**src/rtl/tdm_demux4_if.sv**
```systemverilog
// Bus bundle for the 4-channel TDM demultiplexer: serial input side plus
// the parallel channel outputs and status flags.
interface tdm_demux4_if #(
  parameter int unsigned WIDTH = 8
);
  logic               din;
  logic               en;
  logic               fsync;
  logic [4*WIDTH-1:0] Q;
  logic [3:0]         vld;
  logic [1:0]         slot;
  logic               locked;
  logic               sync_err;

  // Driver of the serial stream / consumer of the channel words.
  modport master (
    output din, en, fsync,
    input  Q, vld, slot, locked, sync_err
  );

  // The demultiplexer itself.
  modport slave (
    input  din, en, fsync,
    output Q, vld, slot, locked, sync_err
  );
endinterface

```
**src/rtl/tdm_demux4.sv**
```systemverilog
// Receive end of a 4-channel TDM serial link. Hunts for frame sync, then
// assembles WIDTH-bit slots MSB first and steers each completed word into
// its channel register with a one-cycle valid pulse. An fsync at any
// position other than the frame start resynchronises and flags sync_err.
module tdm_demux4 #(
  parameter int unsigned WIDTH = 8
) (
  input  logic          clk,
  input  logic          rst,
  tdm_demux4_if.slave   bus
);

  localparam int unsigned CntW = (WIDTH > 2) ? $clog2(WIDTH) : 1;
  localparam logic [CntW-1:0] LastBit = CntW'(WIDTH - 1);

  typedef enum logic [0:0] {StHunt, StRun} state_e;

  state_e             state_q, state_d;
  logic [CntW-1:0]    bit_cnt_q, bit_cnt_d;
  logic [1:0]         slot_q, slot_d;
  logic [WIDTH-1:0]   shift_q, shift_d;
  logic [4*WIDTH-1:0] q_q, q_d;
  logic [3:0]         vld_q, vld_d;
  logic               sync_err_q, sync_err_d;

  logic [WIDTH-1:0]   word_next;
  logic               at_frame_start;

  assign word_next      = {shift_q[WIDTH-2:0], bus.din};
  assign at_frame_start = (slot_q == 2'd0) && (bit_cnt_q == '0);

  // Next-state: hunt for sync, then shift/count with resync on misplaced fsync.
  always_comb begin
    state_d    = state_q;
    bit_cnt_d  = bit_cnt_q;
    slot_d     = slot_q;
    shift_d    = shift_q;
    q_d        = q_q;
    vld_d      = 4'b0000;
    sync_err_d = 1'b0;

    if (bus.en) begin
      unique case (state_q)
        StHunt: begin
          if (bus.fsync) begin
            state_d   = StRun;
            shift_d   = {{(WIDTH-1){1'b0}}, bus.din};
            bit_cnt_d = CntW'(1);
            slot_d    = 2'd0;
          end
        end
        StRun: begin
          if (bus.fsync && !at_frame_start) begin
            // Misplaced sync: drop the partial word, this bit starts slot 0.
            sync_err_d = 1'b1;
            shift_d    = {{(WIDTH-1){1'b0}}, bus.din};
            bit_cnt_d  = CntW'(1);
            slot_d     = 2'd0;
          end else if (bit_cnt_q == LastBit) begin
            q_d[slot_q*WIDTH +: WIDTH] = word_next;
            vld_d[slot_q]              = 1'b1;
            shift_d                    = word_next;
            bit_cnt_d                  = '0;
            slot_d                     = slot_q + 2'd1;
          end else begin
            shift_d   = word_next;
            bit_cnt_d = bit_cnt_q + CntW'(1);
          end
        end
        default: state_d = StHunt;
      endcase
    end
  end

  // State and registered outputs; reset clears everything immediately.
  always_ff @(posedge clk or posedge rst) begin
    if (rst) begin
      state_q    <= StHunt;
      bit_cnt_q  <= '0;
      slot_q     <= 2'd0;
      shift_q    <= '0;
      q_q        <= '0;
      vld_q      <= 4'b0000;
      sync_err_q <= 1'b0;
    end else begin
      state_q    <= state_d;
      bit_cnt_q  <= bit_cnt_d;
      slot_q     <= slot_d;
      shift_q    <= shift_d;
      q_q        <= q_d;
      vld_q      <= vld_d;
      sync_err_q <= sync_err_d;
    end
  end

  assign bus.Q        = q_q;
  assign bus.vld      = vld_q;
  assign bus.slot     = slot_q;
  assign bus.locked   = (state_q == StRun);
  assign bus.sync_err = sync_err_q;

endmodule

```
**src/flat_wrapper.sv**
```systemverilog
// flat-port wrapper written by rule: the top's interface ports become plain ports
module tdm_demux4_flat 
#(
  parameter int unsigned WIDTH = 8
)
  (clk, rst, bus_din, bus_en, bus_fsync, bus_Q, bus_vld, bus_slot, bus_locked, bus_sync_err);
  tdm_demux4_if #(.WIDTH(WIDTH)) bus_i ();
  input  logic clk;
  input  logic rst;
  input wire logic [$bits(bus_i.din)-1:0] bus_din;
  input wire logic [$bits(bus_i.en)-1:0] bus_en;
  input wire logic [$bits(bus_i.fsync)-1:0] bus_fsync;
  output wire logic [$bits(bus_i.Q)-1:0] bus_Q;
  output wire logic [$bits(bus_i.vld)-1:0] bus_vld;
  output wire logic [$bits(bus_i.slot)-1:0] bus_slot;
  output wire logic [$bits(bus_i.locked)-1:0] bus_locked;
  output wire logic [$bits(bus_i.sync_err)-1:0] bus_sync_err;
  assign bus_i.din = bus_din;
  assign bus_i.en = bus_en;
  assign bus_i.fsync = bus_fsync;
  assign bus_Q = bus_i.Q;
  assign bus_vld = bus_i.vld;
  assign bus_slot = bus_i.slot;
  assign bus_locked = bus_i.locked;
  assign bus_sync_err = bus_i.sync_err;
  tdm_demux4 #(.WIDTH(WIDTH)) u_core (.clk(clk), .rst(rst), .bus(bus_i));
endmodule
```
**config.mk**
```make
export PLATFORM = sky130hd
export DESIGN_NAME = tdm_demux4_flat
export DESIGN_NICKNAME = d
export VERILOG_FILES = /design/src/rtl/tdm_demux4_if.sv /design/src/rtl/tdm_demux4.sv /design/src/flat_wrapper.sv
export SDC_FILE = /design/constraint.sdc
export NUM_CORES = 1
export LEC_CHECK = 0
export ABC_AREA = 0
export CAP_MARGIN = 20
export CORE_AREA = 2 2 82 104
export DETAILED_ROUTE_END_ITERATION = 12
export DIE_AREA = 0 0 84 106
export PLACE_DENSITY = 0.49
export RECOVER_POWER = 25
export SLEW_MARGIN = 5
export SYNTH_ARGS = -nofsm -noshare
export SYNTH_HDL_FRONTEND = slang
export SYNTH_SLANG_ARGS = --single-unit
```
**constraint.sdc**
```tcl
create_clock -name clk -period 2.3 [get_ports clk]
set_input_delay 0.46 -clock clk [delete_from_list [all_inputs] [get_ports clk]]
set_output_delay 0.46 -clock clk [all_outputs]
set_load 0.05 [all_outputs]
```
==> results.yml <==
run_status:
  status: "finished clean"
yosys:
  syn_nets: 221
  syn_area_um2: 2310
  postSynthCellCount: 208
  synth.distinct_cells: 25
  synth-seq-cells: 50
  yosys_warnings: 0
  avgSynthCellArea_um2: 11.1
  yosysSeqAreaShare_pct: 54.1
finish:
  nets: 272
  drive_above_1_share_pct: 10.8
  fin_area_um2: 3000
  utilization_pct: 37.4
  fillers: 817
  n_antenna_cell: 0
  area.growth.synth_to_final_pct: 29.6
timing:
  fin_setup_tns_ns: 0
  hold_viol: 0
  fin_worst_hold_slack_ns: 0.522
  slew_headroom_pct: 15.1
  worst_pin_slew_ns: 1.27
  period_needed_ns: 2.14
  rsz0062_at_grt: "false"
  final_max_slew_viol_count: 0
  post-route-period-util_pct: 93.0
  fmax_ghz: 0.468
  setup_viol: 0
  clock_skew_ns: 0.00989
global_routing:
  grt_max_degree: 51
  antenna_found_initial: 0
  grt_pass1_wl_mm: 8.70
  grtUsageTotal_pct: 12.6
  met1_usage_pct: 17.7
  grt_use_met3_pct: 2.10
  met2_usage_pct: 19.5
  grt_pass1_vias: 1636
  top_usage_layer: "met2"
  overflow: 0
clock_tree:
  cts_buffer_depth: 2
  cts-hold-fix-buffers: 0
  clock_latency_ns: 0.30
  htreeDepth: 2
  cts_root_buf: "clkbuf_8"
  numCtsBuffers: 5
  clk_pin_slew_ns: 0.09
  cts_tree: "done"
  cts_setup_buffers: 0
  cts_resized: 0
  cts_sinks: 50
critical_path:
  cpLargestDelayFamily: "buffers and inverters"
  ff2ff_setup_slack_ns: 0.27
  r2r_end: "u_core.bus.slot[1]"
  worstPathRequired_ns: 1.84
  critPathSlowestCell: "clkdlybuf4s50_1"
  start_kind: "flop"
  crit_fanout: 10
  worst-r2r-cell-count: 5
  reg2reg_from: "u_core.bus.slot[0]"
  critPathCaptureType: "output pin"
  path_class: "reg -> out"
  cp_num_buf_inv: 1
  max_stage_delay_ns: 0.86
  cp_data_arrival_time_ns: 1.68
  crit_chain: "clkdlybuf4s50_1"
die:
  initial_core_util_pct: 28.9
  dieArea_um2: 8900
  fp.dieH_um: 106
  core_um2: 8010
  die_width_um: 84
  ios: 45
  rows: 37
route:
  drt-total-wl_mm: 5.18
  first_pass_iters: 4
  post_drt_wl_per_cell_um: 14.5
  drtIter0Drc: 63
  vias: 1601
  viasPerCell: 4.48
  drc: 0
  drtAntennaViolNets: 0
power:
  p_leak_nw: 1.36
  power_density_nw_per_um2: 1240
  peakVddDrop_v: 0.000461
run:
  cap_violations: 0
worst_hold_path:
  hold_start: "u_core.bus.Q[20]"
  min_path_type: "reg -> reg"
  min_to: "u_core.bus.Q[20]"
  hold_depth: 2
place:
  port_buffers: 44
  placed_cell_area_um2: 2900
  hpwl_mm: 3.60
  place.gp.congestion: 0.838
==> synth_stat cells <==
| cell type | n | area, um^2 |
|---|---|---|
| dfrtp_1 | 50 | 1250 |
| inv_1 | 39 | 146 |
| nand2_1 | 34 | 128 |
| mux2i_1 | 32 | 320 |
| ha_1 | 8 | 100 |
| a22o_1 | 7 | 61.3 |
| buf_2 | 4 | 20.0 |
| nand4_1 | 4 | 25.0 |
| a211oi_1 | 3 | 22.5 |
| a21oi_1 | 3 | 15.0 |
| buf_4 | 3 | 22.5 |
| nor2_1 | 3 | 11.3 |
| nor3b_2 | 3 | 37.5 |
| a21oi_4 | 2 | 32.5 |
| mux2_2 | 2 | 22.5 |
| o21ai_0 | 2 | 10.0 |
| a211o_2 | 1 | 10.0 |
| a21o_1 | 1 | 7.51 |
| a221o_2 | 1 | 11.3 |
| a22oi_1 | 1 | 7.51 |
| a32o_1 | 1 | 10.0 |
| and2_2 | 1 | 7.51 |
| and3b_2 | 1 | 10.0 |
| clkbuf_1 | 1 | 3.75 |
| nand3b_4 | 1 | 20.0 |
==> sequential cells by signal (all words and copies together) (netlist names) <==
signal,cells
u_core.bit_cnt_q,3
u_core.bus.Q,32
u_core.bus.locked,1
u_core.bus.slot,2
u_core.bus.sync_err,1
u_core.bus.vld,4
u_core.shift_q,7
==> how the worst max path moves through the flow <==
stage	end	cells past startpoint	from
6_report	bus_locked	1	u_core.bus.locked
2_1_floorplan	u_core.bus.slot[1]	5	u_core.bus.slot[0]
3_3_place_gp	u_core.bus.vld[0]	4	bus_en
4_1_cts	bus_slot[0]	1	u_core.bus.slot[0]
5_1_grt	bus_slot[0]	1	u_core.bus.slot[0]
3_5_place_dp	u_core.bus.vld[0]	4	bus_en
==> stage by stage <==
stage / total power, W / setup slack [ns] / std cells
detailed placement: 0.00314 / 0.217 / 349
CTS: 0.00379 / 0.125 / 357
global placement: 0.00313 / 0.213 / 349
floorplan: 0.00251 / 0.286 / 208
finish: 0.00372 / 0.161 / 357
global route: 0.00396 / 0.0562 / 357
==> power by group <==
part / total, W / switching [W] / leakage (nW) / internal [W]
Sequential: 0.00130 / 0.000189 / 0.528 / 0.00112
Clock: 0.000629 / 0.000303 / 0.0585 / 0.000326
Combinational: 0.00178 / 0.00118 / 0.777 / 0.000607
Total: 0.00372 / 0.00167 / 1.36 / 0.00205
==> kinds of logic (layout without fill, tap and decap cells) <==
| kind of cell | Yosys count | after routing | synth area share (%) |
|---|---|---|---|
| and+or+nand+nor | 47 | 47 | 10.3 |
| buffers and inverters | 47 | 99 | 8.33 |
| AOI/OAI and AO/OA | 22 | 22 | 8.11 |
| adders and majority gates | 8 | 8 | 4.33 |
| DFF | 50 | 50 | 54.1 |
| muxes | 34 | 34 | 14.8 |
==> per-layer routing <==
metal / up-vias / share of wire (%)
met5: - / 0
met4: 0 / 1.3
li1: 781 / -
met3: 5 / 3.2
met1: 781 / 46
met2: 34 / 49
==> layout by cell type (no fill, tap or decap), types with 2 or more instances in the layout <==
master           Yosys  final
a211oi_1             3      3
a21oi_1              3      3
a21oi_4              2      2
a22o_1               7      7
buf_4                3      7
clkbuf_8             0      5
clkdlybuf4s50_1      0     43
dfrtp_1             50     50
ha_1                 8      8
inv_1               39     38
mux2_2               2      2
mux2i_1             32     32
nand2_1             34     34
nand4_1              4      4
nor2_1               3      3
nor3b_2              3      3
o21ai_0              2      2
==> layout make-up <==
class / instances / area, um^2 / area share [%]
sequential: 50 / 1250 / 41.7
multi-input combinational: 111 / 870 / 29.0
timing repair buffer: 52 / 498 / 16.6
inverter: 39 / 146 / 4.88
tap: 97 / 121 / 4.05
clock buffer: 5 / 68.8 / 2.29
clock inverter: 3 / 43.8 / 1.46
Note: power is estimated with default switching activity, not from simulation.
